[src/rtl/fifo_pkg.sv]
// Shared definitions for the FIFO-side packing logic: packer FSM encoding and
// the width helper used for lane counts.
package fifo_pkg;

  typedef enum logic [1:0] {
    FILL  = 2'd0,
    DRAIN = 2'd1,
    HOLD  = 2'd2
  } state_t;

  // Bits needed to hold any value 0..n inclusive.
  function automatic int count_width(input int n);
    return $clog2(n + 1);
  endfunction

endpackage

[src/rtl/fifo_word_packer.sv]
// Pulls narrow entries from a FIFO read port and packs PACK_RATIO of them into
// one wide word offered on a valid/ready output. A flush pulse releases a
// partially filled word; unused lanes of a partial word read as zero.
module fifo_word_packer
  import fifo_pkg::*;
#(
  parameter int DATA_WIDTH = 4,
  parameter int PACK_RATIO = 4,
  parameter bit LSB_FIRST  = 1'b1
) (
  input  logic                                 clk,
  input  logic                                 reset,
  output logic                                 fifo_rd_en,
  input  logic [DATA_WIDTH-1:0]                fifo_rd_data,
  input  logic                                 fifo_rd_val,
  input  logic                                 flush,
  output logic [DATA_WIDTH*PACK_RATIO-1:0]     out_data,
  output logic [count_width(PACK_RATIO)-1:0]   out_count,
  output logic                                 out_valid,
  input  logic                                 out_ready
);

  localparam int CW = count_width(PACK_RATIO);
  localparam int OW = DATA_WIDTH * PACK_RATIO;
  localparam logic [CW-1:0] FULL  = CW'(PACK_RATIO);
  localparam logic [CW:0]   LIMIT = (CW+1)'(PACK_RATIO);

  state_t        state, state_nxt;
  logic [CW-1:0] cnt, cnt_nxt;
  logic          pending;
  logic          flush_req, flush_req_nxt;
  logic          run;
  logic [OW-1:0] data_nxt;
  logic [CW-1:0] count_nxt;
  logic          valid_nxt;
  logic          capture;
  logic [CW:0]   outstanding;

  // Write one entry into the lane selected by the capture index.
  function automatic logic [OW-1:0] place_lane(input logic [OW-1:0]         word,
                                               input logic [CW-1:0]         idx,
                                               input logic [DATA_WIDTH-1:0] d);
    logic [OW-1:0] w;
    int            lane;
    w    = word;
    lane = LSB_FIRST ? int'(idx) : (PACK_RATIO - 1 - int'(idx));
    for (int i = 0; i < PACK_RATIO; i++) begin
      if (i == lane) w[i*DATA_WIDTH +: DATA_WIDTH] = d;
    end
    return w;
  endfunction

  // Read data is only meaningful in the cycle after a request; rd_val is
  // sticky in the FIFO and must be ignored otherwise.
  assign capture     = pending & fifo_rd_val;
  assign outstanding = {1'b0, cnt} + (CW+1)'(pending);
  // run keeps reads off while reset is held, without using reset combinationally.
  assign fifo_rd_en  = run & (state == FILL) & ~flush_req & (outstanding < LIMIT);

  // Next-state, lane capture and output-word decisions.
  always_comb begin
    state_nxt     = state;
    cnt_nxt       = cnt;
    flush_req_nxt = flush_req;
    data_nxt      = out_data;
    count_nxt     = out_count;
    valid_nxt     = out_valid;

    if (capture && state != HOLD) begin
      data_nxt = place_lane(out_data, cnt, fifo_rd_data);
      cnt_nxt  = cnt + CW'(1);
    end

    case (state)
      FILL: begin
        // A completing capture beats a simultaneous flush; the flush is dropped.
        if (capture && cnt_nxt == FULL) begin
          state_nxt = HOLD;
          valid_nxt = 1'b1;
          count_nxt = FULL;
        end else if (flush && (cnt != '0 || pending)) begin
          state_nxt     = DRAIN;
          flush_req_nxt = 1'b1;
        end
      end
      DRAIN: begin
        if (capture && cnt_nxt == FULL) begin
          state_nxt = HOLD;
          valid_nxt = 1'b1;
          count_nxt = FULL;
        end else if (!pending) begin
          if (cnt != '0) begin
            state_nxt = HOLD;
            valid_nxt = 1'b1;
            count_nxt = cnt;
          end else begin
            state_nxt     = FILL;
            flush_req_nxt = 1'b0;
          end
        end
      end
      HOLD: begin
        if (out_ready) begin
          state_nxt     = FILL;
          valid_nxt     = 1'b0;
          cnt_nxt       = '0;
          flush_req_nxt = 1'b0;
          data_nxt      = '0;
          count_nxt     = '0;
        end
      end
      default: state_nxt = FILL;
    endcase
  end

  // State and output registers with synchronous active-low reset.
  always_ff @(posedge clk) begin
    if (!reset) begin
      state     <= FILL;
      cnt       <= '0;
      pending   <= 1'b0;
      flush_req <= 1'b0;
      run       <= 1'b0;
      out_valid <= 1'b0;
      out_data  <= '0;
      out_count <= '0;
    end else begin
      state     <= state_nxt;
      cnt       <= cnt_nxt;
      pending   <= fifo_rd_en;
      flush_req <= flush_req_nxt;
      run       <= 1'b1;
      out_valid <= valid_nxt;
      out_data  <= data_nxt;
      out_count <= count_nxt;
    end
  end

endmodule

[config.mk]
export PLATFORM = sky130hd
export DESIGN_NAME = fifo_word_packer
export DESIGN_NICKNAME = d
export VERILOG_FILES = /design/src/rtl/fifo_pkg.sv /design/src/rtl/fifo_word_packer.sv
export SDC_FILE = /design/constraint.sdc
export NUM_CORES = 1
export LEC_CHECK = 0
export ABC_AREA = 0
export CAP_MARGIN = 20
export CORE_MARGIN = 2
export CORE_UTILIZATION = 49
export CTS_CLUSTER_SIZE = 10
export DETAILED_ROUTE_END_ITERATION = 12
export PLACE_DENSITY = 0.77
export SLEW_MARGIN = 20
export SYNTH_ARGS = -nofsm -noshare
export SYNTH_HDL_FRONTEND = slang
export SYNTH_SLANG_ARGS = --single-unit
[constraint.sdc]
create_clock -name clk -period 2.69 [get_ports clk]
set_input_delay 0.538 -clock clk [delete_from_list [all_inputs] [get_ports clk]]
set_output_delay 0.538 -clock clk [all_outputs]
set_load 0.005 [all_outputs]
==> run summary <==
Status - finished, final reports clean
Syn nets - 179
First-pass GRT wire length - 5330 um
Largest family of logic cells by synthesized area - simple AND/OR/NAND/NOR gates
Diodes inserted - 0
Rows - 19
Pre-Repair DR Iteration Count - 4
TritonCTS clock tree - yes
Largest net degree at the start of global routing - 19
Core area - 2710 um^2
Setup TNS - 0 ps
Crit Path Category - reg2reg
Register-to-Register Setup Slack - 140 ps
DR iter-0 viols - 47
Nets@finish - 211
Mux cell area share after synthesis - 5.13%
Most frequent cell after synthesis - dfxtp_1
Max Slew Vio Count - 0
Critical Path Start Type - flip-flop
Die Wd - 56.8 um
Fin util - 63.5%
VDD IR-drop max - 0.458 mV
Syn Inst Count - 162
Clk_lat worst skew - 320 ps
Minimum clock period after layout - 2550 ps
# port buffers - 29
Post-synth top flop - dfxtp_1
Multi-input logic area - 741 um^2
FFs w/ async S/R, synth - 0%
WP data required - 2960 ps
CTS H-tree depth - 1
Clk_skew - 2.12 ps
# setup viols final - 0
Delay of the slowest critical-path stage - 530 ps
Die height - 56.8 um
Total GRT Usage - 20.8%
Post-synth top cells - 28 x dfxtp_1, 27 x nand2_1, 18 x a21oi_1
Largest cells by area after synthesis - dfxtp_1 41%, nand2_1 7.4%, ha_1 7.3%, a21oi_1 6.6%, nand3_1 5.9%
Fillers - 248
Area after DPL - 1700 um^2
Post-synth EDFFs - 0
# IOs - 30
Worst-Margin Slew - 591 ps
Root buf cell - clkbuf_4
# hold bufs at CTS - 0
Nature of the critical path endpoint - flip-flop
Routed WL per cell - 14.0 um
Largest area contributor in the netlist - dfxtp_1
Worst Hold Class - reg2reg
CTS Buf Count - 3
Syn-to-layout area delta - 26.0%
Vias in the first global route - 1204
Number of setup buffers added after CTS - 0
Synth Area in Adders - 7.33%
Average size of a mapped cell - 8.43 um^2
RSZ-0062 raised after global routing - false
Clock tree buffer depth - 2
Clk slew on worst S/H paths - 140 ps
Static Leakage - 0.612 nW
Post-Synth XOR/XNOR Area - 0%
FF+latch count, synth - 28
Die ar. - 3220 um^2
CP arrival - 2820 ps
Max Fanout on Critical Path - 11
Post-synth cell types - 35
Vias per cell - 5.70
Sequential share of the synthesized area - 41.1%
Rel. slew slack - 60.6%
Register area - 561 um^2
Mapped cell area - 1370 um^2
Synth Warn # - 0
Share of cells above drive strength 1 - 5.73%
Crit share post-route - 94.7%
Critical Path, Cell by Cell - inv_1, ha_1, or3b_4, a221oi_4, o21ba_1, or4_1, a21boi_1
Vias after detailed routing - 1270
HPWL after detailed placement - 2320 um
Overflow after GRT - 0
Resized Gates After CTS - 0
Synthesized-area fraction occupied by and/or/nand/nor cells - 24.0%
Post-DRT Antenna Nets - 0
Pwr Density - 535 nW/um^2
Initial Util - 50.4%
Clock sink count - 28
Synth Area in Compound Gates - 17.8%
Worst slack, placed - 191 ps
Total of max-cap violations - 0
Final hold violation count - 0
CP max-delay cell - dfxtp_1
Post-Route WL - 3120 um
DRC Markers - 0
Initial antenna violation count - 0
Max frequency - 0.393 GHz
Top-area cell type share of the netlist area - 41.1%
Final worst slack - 143 ps
Placer Congestion - 0.899
Design area - 1720 um^2
==> worst paths after layout <==
check | from | end | cells past startpoint
max reg2reg | cnt[0] | out_count[0] | 7
max | cnt[0] | out_count[0] | 7
min reg2reg | out_data[13] | out_data[13] | 2
min | out_data[13] | out_data[13] | 2
==> flip-flops by register name, summed over array words and instances (netlist names) <==
signal / flops
out_valid: 1
out_count: 3
run: 1
state: 2
cnt: 3
flush_req: 1
out_data: 16
pending: 1
==> layout make-up <==
class / instances / share of cell area, %
clock buffers: 3 / 1.31
multi-input cells: 119 / 43.1
inverters: 8 / 1.75
well taps: 31 / 2.25
flip-flops and latches: 28 / 32.6
repair buffers: 34 / 19.1
==> metrics by stage <==
stage	total power [mW]	cells	hold WS, ps
after floorplan	0.653	162	451
after global placement	0.743	220	445
after detailed placement	0.750	220	445
after CTS	0.921	223	464
after global routing	0.972	223	482
final	0.920	223	464
==> power by group <==
group | internal, mW | switching, mW
registers | 0.446 | 0.0263
clock network | 0.0526 | 0.120
logic | 0.130 | 0.146
total | 0.628 | 0.292
==> layer usage <==
metal | part of all wire (%) | routed length, um | up-vias | GRT usage (%)
met5 | 0 | 0 | - | 0
met1 | 46 | 1450 | 593 | 27.8
li1 | - | - | 630 | -
met2 | 48 | 1510 | 40 | 33.7
met3 | 4.4 | 138 | 7 | 3.92
met4 | 0.80 | 25 | 0 | 6.64
==> cell usage in the layout, fill, tap and decap left out, types with 2 or more instances in the layout <==
master and count:
a21oi_1 18, a31oi_1 2, buf_4 5, clkbuf_4 3, clkdlybuf4s50_1 29, dfxtp_1 28, ha_1 8, inv_1 8
mux2i_1 7, nand2_1 27, nand2b_1 3, nand3_1 16, nor2_1 8, nor3_1 2, o21ai_0 5, o31ai_1 3
==> worst max-delay path: cells and delay by family, from the launching register on <==
family / cells / cell delay [ps]
flip-flops: 1 / 530
adder cells (fa/ha/maj): 1 / 340
AO/OA/AOI/OAI: 3 / 640
buffers and inverters: 1 / 120
AND/OR/NAND/NOR: 2 / 860
==> kinds of logic after synthesis <==
family / after synthesis
adders and majority gates: 8
muxes: 7
AOI/OAI and AO/OA: 37
DFF: 28
and+or+nand+nor: 67
buffers and inverters: 15
(Power assumes the default switching activity.)
==> RTL change 1: new RTL, same flow settings <==
Change the parameter `LSB_FIRST` from 1'b1 to 1'b0.
--- a/src/rtl/fifo_word_packer.sv
+++ b/src/rtl/fifo_word_packer.sv
@@ -6,7 +6,7 @@
 #(
   parameter int DATA_WIDTH = 4,
   parameter int PACK_RATIO = 4,
-  parameter bit LSB_FIRST  = 1'b1
+  parameter bit LSB_FIRST  = 1'b0
 ) (
   input  logic                                 clk,
   input  logic                                 reset,
Function: changed (Yosys sat finds a counterexample within 4 cycles, from zero or initial values and one cycle with reset low).
==> RTL change 1 against the original RTL <==
Routed wire length is 2.5% lower. Critical path depth is 2 lower. Fmax is 1.7% higher. Area after synthesis is 1.2% lower. Largest cell class unchanged. Design area is 1.0% lower. Sequential cell count stayed put. Critical endpoint is now fifo_rd_en. Die area is 1.1% lower. Critical path type is now register to output pin. Largest power group unchanged. Worst setup slack better by 0.042 ns. Global-route usage is 1.2 points lower. Total power is 11% higher.
==> RTL change 1: results (changes against the original RTL) <==
- The flow ran to the end, and the final reports show no timing, DRC or antenna violations.
- The top fanout value on the critical path is 6 (-5).
- The number of antenna diodes is 0 (unchanged).
- Sorting the synthesized cells by area gives the leading types as sky130_fd_sc_hd__dfxtp_1 (42%), sky130_fd_sc_hd__ha_1 (7.4%), sky130_fd_sc_hd__nand2_1 (7.0%).
- The cell sitting at the root of the clock tree is a sky130_fd_sc_hd__clkbuf_4.
- The fraction of registers with async set or reset after synthesis is 0% (unchanged).
- The average wire per cell in the routed design is 13.6 um (-2.5%).
- The static leakage is 0.000606 uW (-1.0%).
- The tightest min-delay check is of the register to register type.
- The worst ir drop on vdd is 362 uV (-21%).
- The post-route clock skew came to 0.00445 ns (+0.00233 ns).
- The number of global-route vias before repair is 1171 (-2.7%).
- The total clock buffers created by CTS was 3 (unchanged).
- The number of iterations in the first detailed-routing pass is 4 (unchanged).
- The clock latency on the worst-skew pair is between 0.3 and 0.4 ns.
- The first-pass GRT wire length came to 5040 um (-5.4%).
- The share of cells above drive strength 1 is 4.17% (-1.6 points).
- The maximum number of pins on one net before global-route repair is 19 (unchanged).
- The number of DRC violations after detailed-routing iteration 0 is 46 (-2.1%).
- The number of synthesis warnings was 0 (unchanged).
- The share of the yosys chip area belonging to registers came to 41.6% (+0.50 points).
- The clock input transition at the sequential cells of the worst setup and hold paths is 0.15 ns.
- The maximum buffer depth of the clock tree is 2 (unchanged).
- The total overflow reported by the global router was 0 (unchanged).
- The cell internal power dissipation was 691 uW (+9.9%).
- The number of distinct library cell variants in the gate-level netlist after synthesis is 31 (-11%).
- The CTS H-tree depth is 1 (unchanged).
- The layout net count is 210 (-0.47%).
- The number of antenna violations at the first check in global routing was 0 (unchanged).
- The total setup buffers inserted after CTS came to 0 (unchanged).
- The total routing usage reported by global routing is 19.6% (-1.2 points).
- The count of buffers inserted at the top-level ports was 29 (unchanged).
- The number of cells upsized or downsized after cts was 0 (unchanged).
- The routability-driven placement congestion ratio was 0.839 (-6.6%).
- The largest registers in the layout are out_data (16), cnt (3), out_count (3).
- The HPWL after detailed placement came to 2230 um (-3.9%).
- The count of vias placed by the detailed router was 1266 (-0.31%).
- The net count after synthesis came to 182 (+1.7%).
- The transition time of the tightest slew-check pin came to 0.593 ns (+0.00107 ns).
- By count the netlist is led by sky130_fd_sc_hd__dfxtp_1 (28), sky130_fd_sc_hd__nand2_1 (25), sky130_fd_sc_hd__a21oi_1 (17), sky130_fd_sc_hd__nand3_1 (13), sky130_fd_sc_hd__nor2_1 (13).
RTL change 1: cell types whose count changed after synthesis, sizes merged, moves of 3 or more:
cell and delta:
nor2b +5, nand4 +3, nand3 -3, nor2 +5
RTL change 1: stage by stage:
step                      instances  instance area [sq um]  util [%]  hold WS [ns]  worst slack, ns
after floorplan                 165                   1350         -         0.438            0.506
after global placement          219                   1670      62.0         0.445            0.292
after detailed placement        219                   1670      62.0         0.446            0.211
after CTS                       223                   1700      63.4         0.466            0.201
after global routing            223                   1700      63.4         0.483           0.0573
final                           223                   1700      63.4         0.463            0.185
RTL change 1: final timing paths:
| path | from | slack, ns | endpoint | cells after the start |
|---|---|---|---|---|
| setup / recovery | state[0] | 0.19 | fifo_rd_en | 5 |
| hold / removal | out_data[2] | 0.46 | out_data[2] | 2 |
| setup reg to reg | state[0] | 0.34 | out_count[2] | 7 |
| hold reg to reg | out_data[2] | 0.46 | out_data[2] | 2 |
RTL change 1: power by group through the flow:
stage	Combinational (uW)	Clock (uW)	Sequential, uW
after global placement	311	0	492
after detailed placement	322	0	491
final	330	204	483
after floorplan	217	0	482
after global routing	362	225	489
after CTS	327	212	483
RTL change 1: cells by family (layout without fill, tap and decap cells):
group / Yosys count / in the layout / synth area share, %
AOI/OAI and AO/OA: 32 / 32 / 14.8
xor gates and xnor gates: 1 / 1 / 0.649
adders and majority gates: 8 / 8 / 7.42
buffers and inverters: 17 / 44 / 4.73
DFF: 28 / 28 / 41.6
muxes: 8 / 8 / 5.94
and+or+nand+nor: 71 / 71 / 24.9
RTL change 1: layer usage:
layer,global-route usage (%),routed length [um],vias up,part of all wire (%)
met5,0,0,-,0
met4,8.84,40,0,1.3
met3,3.23,174,5,5.7
met2,32.1,1450,45,48
met1,25.1,1380,592,45
li1,-,-,624,-
RTL change 1: layout make-up:
type | count | area (sq um)
Timing Repair Buffer | 32 | 313
Tap cell | 31 | 38.8
Fill cell | 242 | 983
Clock buffer | 4 | 36.3
Inverter | 8 | 30.0
Multi-Input combinational cell | 120 | 724
Sequential cell | 28 | 561
RTL change 1: worst max-delay path: stages (launching register included):
cell and delay [ns]:
sky130_fd_sc_hd__dfxtp_1 0.36, sky130_fd_sc_hd__inv_1 0.11, sky130_fd_sc_hd__ha_1 0.30, sky130_fd_sc_hd__nand3_1 0.10, sky130_fd_sc_hd__a31oi_1 0.22, sky130_fd_sc_hd__clkdlybuf4s50_1 0.55
==> RTL change 2: new RTL, same flow settings <==
Without the edit above. Register the output `out_count` once more, with the module's reset; this adds one clock of latency there. The other outputs are not delayed to match.
--- a/src/rtl/fifo_word_packer.sv
+++ b/src/rtl/fifo_word_packer.sv
@@ -24,6 +24,8 @@
   localparam int OW = DATA_WIDTH * PACK_RATIO;
   localparam logic [CW-1:0] FULL  = CW'(PACK_RATIO);
   localparam logic [CW:0]   LIMIT = (CW+1)'(PACK_RATIO);
+
+  logic [count_width(PACK_RATIO)-1:0] out_count_s0;
 
   state_t        state, state_nxt;
   logic [CW-1:0] cnt, cnt_nxt;
@@ -63,7 +65,7 @@
     cnt_nxt       = cnt;
     flush_req_nxt = flush_req;
     data_nxt      = out_data;
-    count_nxt     = out_count;
+    count_nxt     = out_count_s0;
     valid_nxt     = out_valid;
 
     if (capture && state != HOLD) begin
@@ -123,7 +125,7 @@
       run       <= 1'b0;
       out_valid <= 1'b0;
       out_data  <= '0;
-      out_count <= '0;
+      out_count_s0 <= '0;
     end else begin
       state     <= state_nxt;
       cnt       <= cnt_nxt;
@@ -132,7 +134,15 @@
       run       <= 1'b1;
       out_valid <= valid_nxt;
       out_data  <= data_nxt;
-      out_count <= count_nxt;
+      out_count_s0 <= count_nxt;
+    end
+  end
+
+  always_ff @(posedge clk) begin
+    if (!reset) begin
+      out_count <= '0;
+    end else begin
+      out_count <= out_count_s0;
     end
   end
 
Behaviour: not the same (Yosys sat finds a counterexample within 10 cycles, from zero or initial values and one cycle with reset low).
==> RTL change 2 against the original RTL <==
Largest power group unchanged. Area after synthesis rose by 3.2%. Worst setup slack better by 0.056 ns. Synthesized cell count increased by 0.62%. Routed wire length decreased by 4.0%. Design area rose by 3.6%. Highest routed layer unchanged. Via count fell by 3.1%. Total power grew 24%. Critical path type is now register to output pin. Sequential cell count rose by 3.
==> RTL change 2: results (changes against the original RTL) <==
- The run finished with clean final reports.
- The routability-driven placement congestion ratio is 0.877 (-2.4%).
- The total routing usage reported by global routing is 19.4% (-1.4 points).
- The cell count after placement is 220 (unchanged).
- The switching part of the total was 32.3% (+0.55 points).
- On the critical path, the stage with the largest delay is an instance of sky130_fd_sc_hd__clkdlybuf4s50_1.
- The number of cells on the worst reg-to-reg path is 6 (-1).
- The average wire per cell in the routed design was 13.1 um (-6.1%).
- The post-route clock skew is 0.00488 ns (+0.00276 ns).
- The endpoint of the worst hold path is out_count[1].
- Counting flops per register, the top entry is out_data.
- The static leakage is 0.000695 uW (+14%).
- The clock input transition at the sequential cells of the worst setup and hold paths is 0.09 ns (-0.05 ns).
- The worst hold path startpoint is out_count_s0[1].
- The first element of the critical path is state[0].
- The top fanout value on the critical path is 7 (-4).
- The share of the yosys chip area belonging to registers is 44.0% (+3.0 points).
- The critical path arrival came to 1.95 ns (-0.87 ns).
- The number of DRC violations after detailed-routing iteration 0 was 53 (+13%).
- The count of vias placed by the detailed router is 1231 (-3.1%).
- The layout net count came to 213 (+0.95%).
- The CTS H-tree depth was 2 (+1).
- The first-pass GRT wire length is 4860 um (-8.9%).
- The net count after synthesis is 180 (+0.56%).
- The number of global-route vias before repair is 1096 (-9.0%).
- The clock latency on the worst-skew pair is 0.33 ns.
- The hold path depth is 2 (unchanged).
- The detailed-route vias per instance is 5.40 (-5.2%).
- The total clock buffers created by CTS came to 5 (+2).
- The filler cell count is 236 (-4.8%).
- The post-place setup slack came to 0.201 ns (+0.0104 ns).
- The worst slew margin relative to its limit is 59.0% (-1.6 points).
- The worst hold margin is 0.446 ns (-0.0184 ns).
- The register-to-register path setup slack came to 0.45 ns (+0.31 ns).
- The family with the most delay on the worst path is buffers and inverters.
- By area the synthesized netlist is led by sky130_fd_sc_hd__dfxtp_1 (44%), sky130_fd_sc_hd__nand2_1 (7.5%), sky130_fd_sc_hd__ha_1 (7.1%).
- The combinational power was 352 uW (+28%).
- The HPWL after detailed placement is 2270 um (-2.3%).
- The worst ir drop on vdd is 474 uV (+3.5%).
- The total chip power was 1140 uW (+24%).
- The share of cells above drive strength 1 came to 6.09% (+0.36 points).
RTL change 2: how the worst max path moves through the flow:
stage,cells after the start,slack (ns),end
CTS,5,0.20,fifo_rd_en
detailed placement,6,0.20,out_count_s0[2]
global placement,6,0.24,out_count_s0[2]
finish,5,0.20,fifo_rd_en
floorplan,6,0.63,out_count_s0[2]
global route,5,0.07,fifo_rd_en
RTL change 2: metal layers:
metal,wire length [um],vias up,track usage [%]
met2,1370,28,28.1
met3,135,6,6.92
met5,0,-,0
met4,50,0,7.31
met1,1430,571,26.6
li1,-,626,-
RTL change 2: worst reg2reg max path, cell delays in order (launching register included):
cell                      delay, ns
sky130_fd_sc_hd__dfxtp_1       0.49
sky130_fd_sc_hd__ha_1          0.20
sky130_fd_sc_hd__ha_1          0.23
sky130_fd_sc_hd__o21ai_0       0.30
sky130_fd_sc_hd__nand4_4       0.21
sky130_fd_sc_hd__a211o_1       0.39
sky130_fd_sc_hd__mux2_4        0.32
RTL change 2: cell families (layout without fill, tap and decap cells):
family | after synthesis | count (layout) | share of synthesized area, %
adders and majority gates | 8 | 8 | 7.11
and+or+nand+nor | 70 | 70 | 24.8
DFF | 31 | 31 | 44.1
buffers and inverters | 15 | 49 | 4.08
muxes | 9 | 9 | 7.11
AOI/OAI and AO/OA | 30 | 30 | 12.9
RTL change 2: cell type report:
| type | instances | area [sq um] | area share (%) |
|---|---|---|---|
| Multi-Input combinational cell | 117 | 731 | 41.0 |
| Sequential cell | 31 | 621 | 34.8 |
| Clock buffer | 7 | 45.0 | 2.53 |
| Clock inverter | 1 | 5.00 | 0.281 |
| Inverter | 10 | 37.5 | 2.11 |
| Timing Repair Buffer | 31 | 305 | 17.1 |
| Tap cell | 31 | 38.8 | 2.18 |
